[config.mk]
export PLATFORM = sky130hd
export DESIGN_NAME = serial_sub
export DESIGN_NICKNAME = d
export VERILOG_FILES = /design/src/rtl/serial_sub.sv
export SDC_FILE = /design/constraint.sdc
export NUM_CORES = 1
export LEC_CHECK = 0
export CAP_MARGIN = 20
export CORE_AREA = 3 3 53 55
export CTS_BUF_LIST = sky130_fd_sc_hd__clkbuf_8
export CTS_CLUSTER_SIZE = 30
export DETAILED_ROUTE_END_ITERATION = 12
export DIE_AREA = 0 0 56 58
export GPL_TIMING_DRIVEN = 0
export PLACE_DENSITY_LB_ADDON = 0.12
export SLEW_MARGIN = 5
export SYNTH_ARGS = -nofsm -noshare
export SYNTH_HDL_FRONTEND = slang
export SYNTH_SLANG_ARGS = --single-unit
[constraint.sdc]
create_clock -name clk -period 1.11 [get_ports clk]
set_input_delay 0.111 -clock clk [delete_from_list [all_inputs] [get_ports clk]]
set_output_delay 0.111 -clock clk [all_outputs]
set_load 0.005 [all_outputs]
[src/rtl/serial_sub.sv]
// serial_sub: bit-serial ripple-borrow subtractor, diff = a - b - bin (mod 2^WIDTH).
// One bit is processed per clock, LSB first. States: IDLE -> RUN (WIDTH cycles) -> DONE -> IDLE.
// Ports:
//   clk     in   clock, rising edge
//   rst_n   in   synchronous active-low reset
//   start   in   begin an operation (honoured in IDLE only)
//   a, b    in   minuend / subtrahend, captured on the accepting edge
//   bin     in   borrow-in, captured on the accepting edge
//   busy    out  high whenever not IDLE
//   done    out  one-cycle pulse, diff/borrow newly valid
//   diff    out  result, held until the next completion or reset
//   borrow  out  borrow-out of the MSB stage
module serial_sub #(
  parameter int unsigned WIDTH = 4
) (
  input  logic             clk,
  input  logic             rst_n,
  input  logic             start,
  input  logic [WIDTH-1:0] a,
  input  logic [WIDTH-1:0] b,
  input  logic             bin,
  output logic             busy,
  output logic             done,
  output logic [WIDTH-1:0] diff,
  output logic             borrow
);

  localparam int unsigned CW = (WIDTH > 1) ? $clog2(WIDTH) : 1;
  localparam logic [CW-1:0] C_LAST = CW'(WIDTH - 1);

  localparam logic [1:0] S_IDLE = 2'd0;
  localparam logic [1:0] S_RUN  = 2'd1;
  localparam logic [1:0] S_DONE = 2'd2;

  logic [1:0]       r_state;
  logic [WIDTH-1:0] r_a;
  logic [WIDTH-1:0] r_b;
  logic             r_br;
  logic [CW-1:0]    r_cnt;
  logic [WIDTH-1:0] r_acc;
  logic [WIDTH-1:0] r_diff;
  logic             r_borrow;

  logic             w_ai;
  logic             w_bi;
  logic             w_d;
  logic             w_br_nxt;
  logic [WIDTH-1:0] w_acc_nxt;

  // Operands shift right each RUN cycle, so bit i always sits at position 0;
  // the counter only decides when the last bit has been processed.
  always_comb begin
    w_ai      = r_a[0];
    w_bi      = r_b[0];
    w_d       = w_ai ^ w_bi ^ r_br;
    w_br_nxt  = (~w_ai & w_bi) | (~(w_ai ^ w_bi) & r_br);
    // Result bits enter at the MSB; after WIDTH shifts bit 0 lands at the LSB.
    w_acc_nxt = {w_d, r_acc[WIDTH-1:1]};
  end

  always_ff @(posedge clk) begin
    if (!rst_n) begin
      r_state  <= S_IDLE;
      r_a      <= '0;
      r_b      <= '0;
      r_br     <= 1'b0;
      r_cnt    <= '0;
      r_acc    <= '0;
      r_diff   <= '0;
      r_borrow <= 1'b0;
    end else begin
      case (r_state)
        S_IDLE: begin
          if (start) begin
            r_a     <= a;
            r_b     <= b;
            r_br    <= bin;
            r_cnt   <= '0;
            r_acc   <= '0;
            r_state <= S_RUN;
          end
        end
        S_RUN: begin
          r_a   <= r_a >> 1;
          r_b   <= r_b >> 1;
          r_br  <= w_br_nxt;
          r_acc <= w_acc_nxt;
          if (r_cnt == C_LAST) begin
            r_diff   <= w_acc_nxt;
            r_borrow <= w_br_nxt;
            r_state  <= S_DONE;
          end else begin
            r_cnt <= r_cnt + CW'(1);
          end
        end
        S_DONE: begin
          r_state <= S_IDLE;
        end
        default: begin
          r_state <= S_IDLE;
        end
      endcase
    end
  end

  assign busy   = (r_state != S_IDLE);
  assign done   = (r_state == S_DONE);
  assign diff   = r_diff;
  assign borrow = r_borrow;

endmodule

# Word level (Yosys, flattened, before mapping)
# Cells that the tools add are included.
# word_totals
register_bits,22
output_inout_bits,7
elab_cells,43
# op_classes
addsub,1
n_eq_ne,6
mux,14
bitwise,7
n_reduce_logical,7
# ops
cell,n
one-hot mux 4 bit (2 select lines),3
two-way mux 4 bit,3
two-way mux 2 bit,4
one-hot mux 2 bit (2 select lines),2
inequality test 2 bit (second input constant),3
AND reduction 2 bit,3
equality test 2 bit (second input constant),2
nonzero test 2 bit,2
AND reduction 3 bit,1
adder 2 x 1 -> 2 bit (second input constant),1
AND 1 bit,2
equality test 2 x 1 -> 1 bit (second input constant),1
logical NOT 2 bit,1
NOT 1 bit,2
one-hot mux 1 bit (2 select lines),1
XOR 1 bit,2
two-way mux 1 bit,1
OR 1 bit,1

# Longest topological paths before layout
# Gate-level depths: netlist of run 1.
# logic_depth
ltp_word,5
ltp_mapped,5
depth_no_buf,5

# Least setup slack after synthesis of run 1
# No wires, ideal clock.
# synth_path
kind,register -> register
startpoint,register r_cnt[0]
endpoint,register r_borrow (netlist: borrow)
setup_time_ns,0.086
arrival_time_ns,1.085
required_time_ns,1.024
setup_slack_ns,-0.061
path_stages_with_launch,6
n_path_buf,1
path_cell_list,dfxtp_1 ha_1 and3b_1 buf_4 nor2_1 a211oi_1
# synth_via
elab_chain_len,2
# synth_rtl
element,line,text
from (decl),39,logic [CW-1:0] r_cnt;
from (signal assigned),93,r_cnt <= r_cnt + CW'(1);
equality test 2 bit,88,if (r_cnt == C_LAST) begin
AND reduction 2 bit (no source line),--,
to (signal assigned),90,r_borrow <= w_br_nxt;
to (decl),42,logic r_borrow;
# Every way passes these cells.
# A chain may end at the register's enable or synchronous reset.

# Final worst setup path of run 1
# layout_path
startpoint,register r_a[0]
endpoint,register r_diff[3] (netlist: diff[3])
# layout_via
elab_chain_len,2
# layout_rtl
element,line,text
from (decl),36,logic [WIDTH-1:0] r_a;
from (signal assigned),84,r_a <= r_a >> 1;
XOR 1 bit (2 in series),55,w_d = w_ai ^ w_bi ^ r_br;
via w_d,46,logic w_d;
to (signal assigned),89,r_diff <= w_acc_nxt;
to (decl),41,logic [WIDTH-1:0] r_diff;
# The timed path passes the listed nets, and every way through them passes these cells.

==> results of run 1 <==
[routing by layer]
layer	part of all wire, %	GRT usage, %
met5	0	0
met4	1.3	6.10
met3	3.0	2.90
met2	51	23.0
met1	44	17.3
[cells in the final DEF (no fill, tap or decap), types with 2 or more instances in the layout]
cell and n:
dfxtp_1 13, nand2_1 10, nor2_1 10, clkdlybuf4s50_1 10, a211oi_2 8, mux2i_1 6, buf_4 6, dfxtp_2 5
dlygate4sd2_1 5, nor2_4 4, a21oi_1 4, buf_8 3, inv_1 3, inv_2 3, a22oi_2 3, clkbuf_8 3
dfxtp_4 3, buf_6 3, nor2_2 2, mux2i_2 2, a32oi_1 2, nand3_1 2, buf_2 2
[metrics by stage]
step                      setup TNS (ps)  total power, mW  std cells  instance area (um^2)  worst slack [ps]
after floorplan                    -70.9            0.988        100                   957             -36.3
after global placement             -4520             1.07        148                  1170              -287
after detailed placement           -4740             1.07        148                  1170              -313
after CTS                           -938             1.64        160                  1360             -91.1
after global routing               -1030             1.77        160                  1440              -152
final                               -272             1.67        160                  1440              -100
[cells in the mapped netlist]
library cell,n
clkbuf_1,2
a22oi_1,3
inv_1,6
buf_4,2
nor4b_1,1
dfxtp_1,21
a21oi_1,5
nand2_1,10
o21ba_4,1
a211oi_1,5
nor2b_1,2
nor3_1,1
fa_1,1
o21bai_1,1
nor2_1,13
mux2i_1,8
a31oi_1,2
and3b_1,1
buf_6,2
buf_8,1
a32oi_1,2
nand3_1,2
ha_1,1
nor2_2,3
a211oi_2,3
nand3b_1,1
[final timing paths]
kind | to | start | slack, ps | depth (start not counted)
worst min register to register | diff[0]$_SDFFE_PN0P_ | diff[0]$_SDFFE_PN0P_ | 460 | 2
worst min-delay path | r_state[0]$_SDFFE_PN0P_ | start | 310 | 3
worst max-delay path | diff[3]$_SDFFE_PN0P_ | r_a[0]$_SDFFE_PN0P_ | -100 | 3
worst max register to register | diff[3]$_SDFFE_PN0P_ | r_a[0]$_SDFFE_PN0P_ | -100 | 3
[critical path: stages, from the launching register on]
cell and delay, ps:
dfxtp_2 350, fa_2 590, nand2_1 60, a21oi_1 130
[state kept, by name, indices dropped and copies added (netlist names)]
signal and flops:
r_acc 3, borrow 1, r_state 2, r_b 4, diff 4, r_a 4, r_cnt 2, r_br 1
[timing repair]
action / in CTS / in global routing
gates resized for setup: 38 / 23
setup endpoints to repair: 23 / 22
setup buffers: 8 / 2
pin swaps: 12 / 11
cloned: 1 / 0
[area by class of cell]
type / instances / area [um^2]
fillers: 228 / 988
multi-input cells: 66 / 573
flip-flops and latches: 21 / 438
repair buffers: 29 / 288
clock buffers: 3 / 41.3
plain buffers: 4 / 38.8
well taps: 30 / 37.5
inverters: 6 / 22.5
clock inverters: 1 / 5.00
[cell families after synthesis]
| family | count (synthesis) |
|---|---|
| AOI/OAI and AO/OA | 22 |
| buffers and inverters | 13 |
| adders and majority gates | 2 |
| and+or+nand+nor | 34 |
| muxes | 8 |
| DFF | 21 |
[power groups by stage]
stage               registers (mW)  logic (mW)  clock network, mW
finish                       0.823       0.347              0.503
global route                 0.830       0.378              0.561
CTS                          0.819       0.312              0.507
detailed placement           0.834       0.236                  0
global placement             0.833       0.232                  0
floorplan                    0.829       0.159                  0
==> impl_metrics.env, run 1 <==
export IMPL_slew_violations=0
export IMPL_relSlewSlack_pct=67.7
export IMPL_wl_per_cell_um=13.0
export IMPL_clk_pin_slew_ps=80
export IMPL_vdd_drop_max_uv=802
export IMPL_vias=805
export IMPL_violations="negative setup slack"
export IMPL_path_class="reg2reg"
export IMPL_fin_crit_ps=1210
export IMPL_core_area_mm2=0.00243
export IMPL_grt_use_total_pct=13.8
export IMPL_io_pins=19
export IMPL_finalHoldViolations=0
export IMPL_fin_util_pct=59.4
export IMPL_synth_xor_xnor_area_share_pct=0
export IMPL_grt_max_degree=13
export IMPL_synth_area_per_cell_um2=9.50
export IMPL_yosysSeqAreaShare_pct=44.3
export IMPL_synth_top_family_by_area="compound AO/OA/AOI/OAI gates"
export IMPL_switching_share_pct=26.1
export IMPL_leakagePower_nw=0.572
export IMPL_synth_adder_area_share_pct=3.43
export IMPL_grt_pass1_wl_um=3530
export IMPL_synthSimpleGateAreaFrac_pct=16.6
export IMPL_yosys_area_top_type_share_pct=44.3
export IMPL_fin_crit_sh_pct=109
export IMPL_setup_viol=8
export IMPL_floorplan_die_height_um=58
export IMPL_worstPathMaxFanout=2
export IMPL_max_freq_mhz=826
export IMPL_nets=145
export IMPL_fin_hold_ws_ps=305
export IMPL_drt_iter0_drc=22
export IMPL_cts_tree="yes"
export IMPL_min_path_type="in2reg"
export IMPL_comb_power_share_pct=20.7
export IMPL_seq_power_share_pct=49.2
export IMPL_ys_types=26
export IMPL_overflow=0
export IMPL_grt_pass1_vias=803
export IMPL_cp_start_kind="flip-flop"
export IMPL_cts_hold_repair_buffers=0
export IMPL_area_delta_synth_final_pct=52.0
export IMPL_clk_latency_ps=260
export IMPL_antenna_found_initial=0
export IMPL_root_buffer="clkbuf_8"
export IMPL_initial_core_util_pct=39.0
export IMPL_drive_gt1_share_pct=45.4
export IMPL_outcome="finished with violations"
export IMPL_gp_congestion=0.771
export IMPL_numCtsBuffers=3
export IMPL_row_count=18
export IMPL_grt_setup_unrepaired="true"
export IMPL_fin_ws_ps=-100
export IMPL_clockPowerShare_pct=30.1
export IMPL_p_switching_mw=0.437
export IMPL_wirelength_um=2080
export IMPL_h_tree_depth=1
export IMPL_yosysWarnings=0
export IMPL_drc=0
export IMPL_synthTopCellsByArea="dfxtp_1, mux2i_1, nor2_1, a211oi_1, a211oi_2"
export IMPL_cts_buffer_depth=2
export IMPL_tightestPinTransition_ps=484
export IMPL_muxShareOfSynthArea_pct=8.43
export IMPL_dieArea_mm2=0.00325
export IMPL_synth_compound_area_share_pct=18.6
export IMPL_port_buffers=18
export IMPL_fin_worst_skew_ps=1.49
export IMPL_crit_arrival_ps=1400
export IMPL_ant_nets=0
export IMPL_dp_hpwl_um=1340
export IMPL_intPower_mw=1.24
export IMPL_num_antenna_cells=0
export IMPL_die_w_um=56
export IMPL_synth_top_cell_by_area="dfxtp_1"
export IMPL_ys_seq_elements=21
export IMPL_first_pass_iters=4
export IMPL_p_per_area_mw_per_mm2=1160
export IMPL_end_kind="flip-flop"
export IMPL_numClockSinks=21
export IMPL_syn_nets=114
export IMPL_cap_viol_max_count=0
export IMPL_syn_area_um2=950
export IMPL_viasPerCell=5.03
export IMPL_cp_required_ps=1300
export IMPL_synthCells=100
Power figures use the tool's default switching activity.
==> inputs of run 2 (changes only) <==
--- a/config.mk
+++ b/config.mk
@@ -6,11 +6,11 @@
 export NUM_CORES = 1
 export LEC_CHECK = 0
 export CAP_MARGIN = 20
-export CORE_AREA = 3 3 53 55
+export CORE_AREA = 2 2 52 54
 export CTS_BUF_LIST = sky130_fd_sc_hd__clkbuf_8
 export CTS_CLUSTER_SIZE = 30
 export DETAILED_ROUTE_END_ITERATION = 12
-export DIE_AREA = 0 0 56 58
+export DIE_AREA = 0 0 54 56
 export GPL_TIMING_DRIVEN = 0
 export PLACE_DENSITY_LB_ADDON = 0.12
 export SLEW_MARGIN = 5
==> impl_metrics.env, run 2 (same netlist as run 1, synthesis figures left out) <==
export IMPL_vdd_drop_max_uv=857
export IMPL_seq_power_share_pct=51.0
export IMPL_grt_max_degree=12
export IMPL_p_per_area_mw_per_mm2=1160
export IMPL_intPower_mw=1.21
export IMPL_outcome="finished with violations"
export IMPL_cts_buffer_depth=2
export IMPL_slowest_delay_ps=380
export IMPL_core_area_mm2=0.00243
export IMPL_clk_latency_ps=250
export IMPL_floorplan_die_height_um=56
export IMPL_clockPowerShare_pct=29.5
export IMPL_fin_setup_tns_ps=-201
export IMPL_cp_required_ps=1280
export IMPL_numCtsBuffers=3
export IMPL_clk_pin_slew_ps=70
export IMPL_root_buffer="clkbuf_8"
export IMPL_dp_hpwl_um=1290
export IMPL_drt_iter0_drc=6
export IMPL_overflow=0
export IMPL_crit_slowest_cell="dfxtp_4"
export IMPL_cp_num_buf_inv=2
export IMPL_comb_power_share_pct=19.6
export IMPL_cap_viol_max_count=0
export IMPL_drive_gt1_share_pct=39.7
export IMPL_die_w_um=54
export IMPL_most_common_layout_cells="dfxtp_1, clkdlybuf4s50_1, nor2_1"
export IMPL_tightestPinTransition_ps=469
export IMPL_min_path_type="in2reg"
export IMPL_grt_use_total_pct=15.1
export IMPL_path_cells="buf_6 -> o21ba_4 -> buf_8 -> a211oi_2"
export IMPL_row_count=18
export IMPL_end_kind="flip-flop"
export IMPL_crit_family="compound AO/OA/AOI/OAI gates"
export IMPL_numClockSinks=21
export IMPL_initial_core_util_pct=39.0
export IMPL_area_delta_synth_final_pct=47.4
export IMPL_first_pass_iters=4
export IMPL_slew_violations=0
export IMPL_leakagePower_nw=0.565
export IMPL_grt_pass1_wl_um=3370
export IMPL_h_tree_depth=1
export IMPL_fin_ws_ps=-52.4
export IMPL_cts_tree="yes"
export IMPL_violations="negative setup slack"
export IMPL_fin_util_pct=57.6
export IMPL_viasPerCell=4.91
export IMPL_grt_setup_unrepaired="true"
export IMPL_antenna_found_initial=0
export IMPL_num_antenna_cells=0
export IMPL_io_pins=19
export IMPL_seqCellArea_um2=439
export IMPL_p_switching_mw=0.404
export IMPL_fin_worst_skew_ps=1.41
export IMPL_max_freq_mhz=860
export IMPL_setup_viol=9
export IMPL_relSlewSlack_pct=68.8
export IMPL_vias=790
export IMPL_cp_start_kind="flip-flop"
export IMPL_wirelength_um=2070
export IMPL_crit_arrival_ps=1340
export IMPL_worstPathMaxFanout=6
export IMPL_gp_congestion=0.709
export IMPL_multi_input_area_um2=536
export IMPL_ant_nets=0
export IMPL_fin_crit_ps=1160
export IMPL_num_fill_cells=223
export IMPL_path_class="reg2reg"
export IMPL_fin_crit_sh_pct=105
export IMPL_wl_per_cell_um=12.9
export IMPL_finalHoldViolations=0
export IMPL_drc=0
export IMPL_port_buffers=18
export IMPL_layout_commonest_cell="dfxtp_1"
export IMPL_switching_share_pct=25.0
export IMPL_grt_pass1_vias=776
export IMPL_nets=146
export IMPL_dieArea_mm2=0.00302
-- run 2: cell count changes in the layout (fill, tap and decap cells not counted), sizes merged --
cell           before  now
clkdlybuf4s50      10   11
inv                 6    7
dlymetal6s2s        1    0
clkinv              1    0
buf                15   16
-- run 2: routing by layer --
metal	share of wire [%]	up-vias	track usage, %
met2	52	9	24.9
met3	2.4	2	2.42
met1	45	369	18.9
met4	0.82	0	6.43
li1	-	410	-
met5	0	-	0
-- run 2: final cells by class --
cell class | count | share of cell area [%]
multi-input cells | 66 | 38.2
well taps | 30 | 2.68
plain buffers | 5 | 3.57
inverters | 6 | 1.61
clock buffers | 3 | 2.95
clock inverters | 1 | 0.268
repair buffers | 29 | 19.3
flip-flops and latches | 21 | 31.4
-- run 2: metrics by stage --
step           setup WS (ps)  hold slack, ps  instances  cell area, um^2  power (mW)
6_report               -52.4             446        161             1400        1.62
5_1_grt                 -114             447        161             1400        1.71
4_1_cts                -89.1             430        161             1380        1.63
3_5_place_dp            -300             447        148             1170        1.07
3_3_place_gp            -290             442        148             1170        1.07
2_1_floorplan          -36.3             263        100              957       0.988
-- run 2: path summary, 6_finish.rpt --
check | start | endpoint | slack [ps] | depth (start not counted)
hold reg to reg | diff[2]$_SDFFE_PN0P_ | diff[2]$_SDFFE_PN0P_ | 450 | 2
setup / recovery | r_state[0]$_SDFFE_PN0P_ | r_br$_SDFFE_PN0P_ | -50 | 4
hold / removal | rst_n | r_b[1]$_SDFFE_PN0P_ | 450 | 3
setup reg to reg | r_state[0]$_SDFFE_PN0P_ | r_br$_SDFFE_PN0P_ | -50 | 4
-- run 2: power groups by stage --
| stage | clock, mW | combinational, mW | sequential (mW) |
|---|---|---|---|
| 3_3_place_gp | 0 | 0.233 | 0.834 |
| 5_1_grt | 0.534 | 0.348 | 0.830 |
| 4_1_cts | 0.501 | 0.309 | 0.821 |
| 6_report | 0.477 | 0.317 | 0.825 |
| 3_5_place_dp | 0 | 0.234 | 0.835 |
| 2_1_floorplan | 0 | 0.159 | 0.829 |
-- run 2: timing repair --
item / in CTS / in global routing
hold buffers: 0 / 0
setup endpoints to repair: 25 / 19
resized for setup: 39 / 9
buffers inserted: 8 / 2
pin swaps: 5 / 13
gates cloned: 1 / 0
hold endpoints to repair: 0 / 0
-- run 2: worst min-delay path, cell delays in order --
cell	delay (ps)
clkdlybuf4s50_1	390
inv_1	110
a211oi_2	40
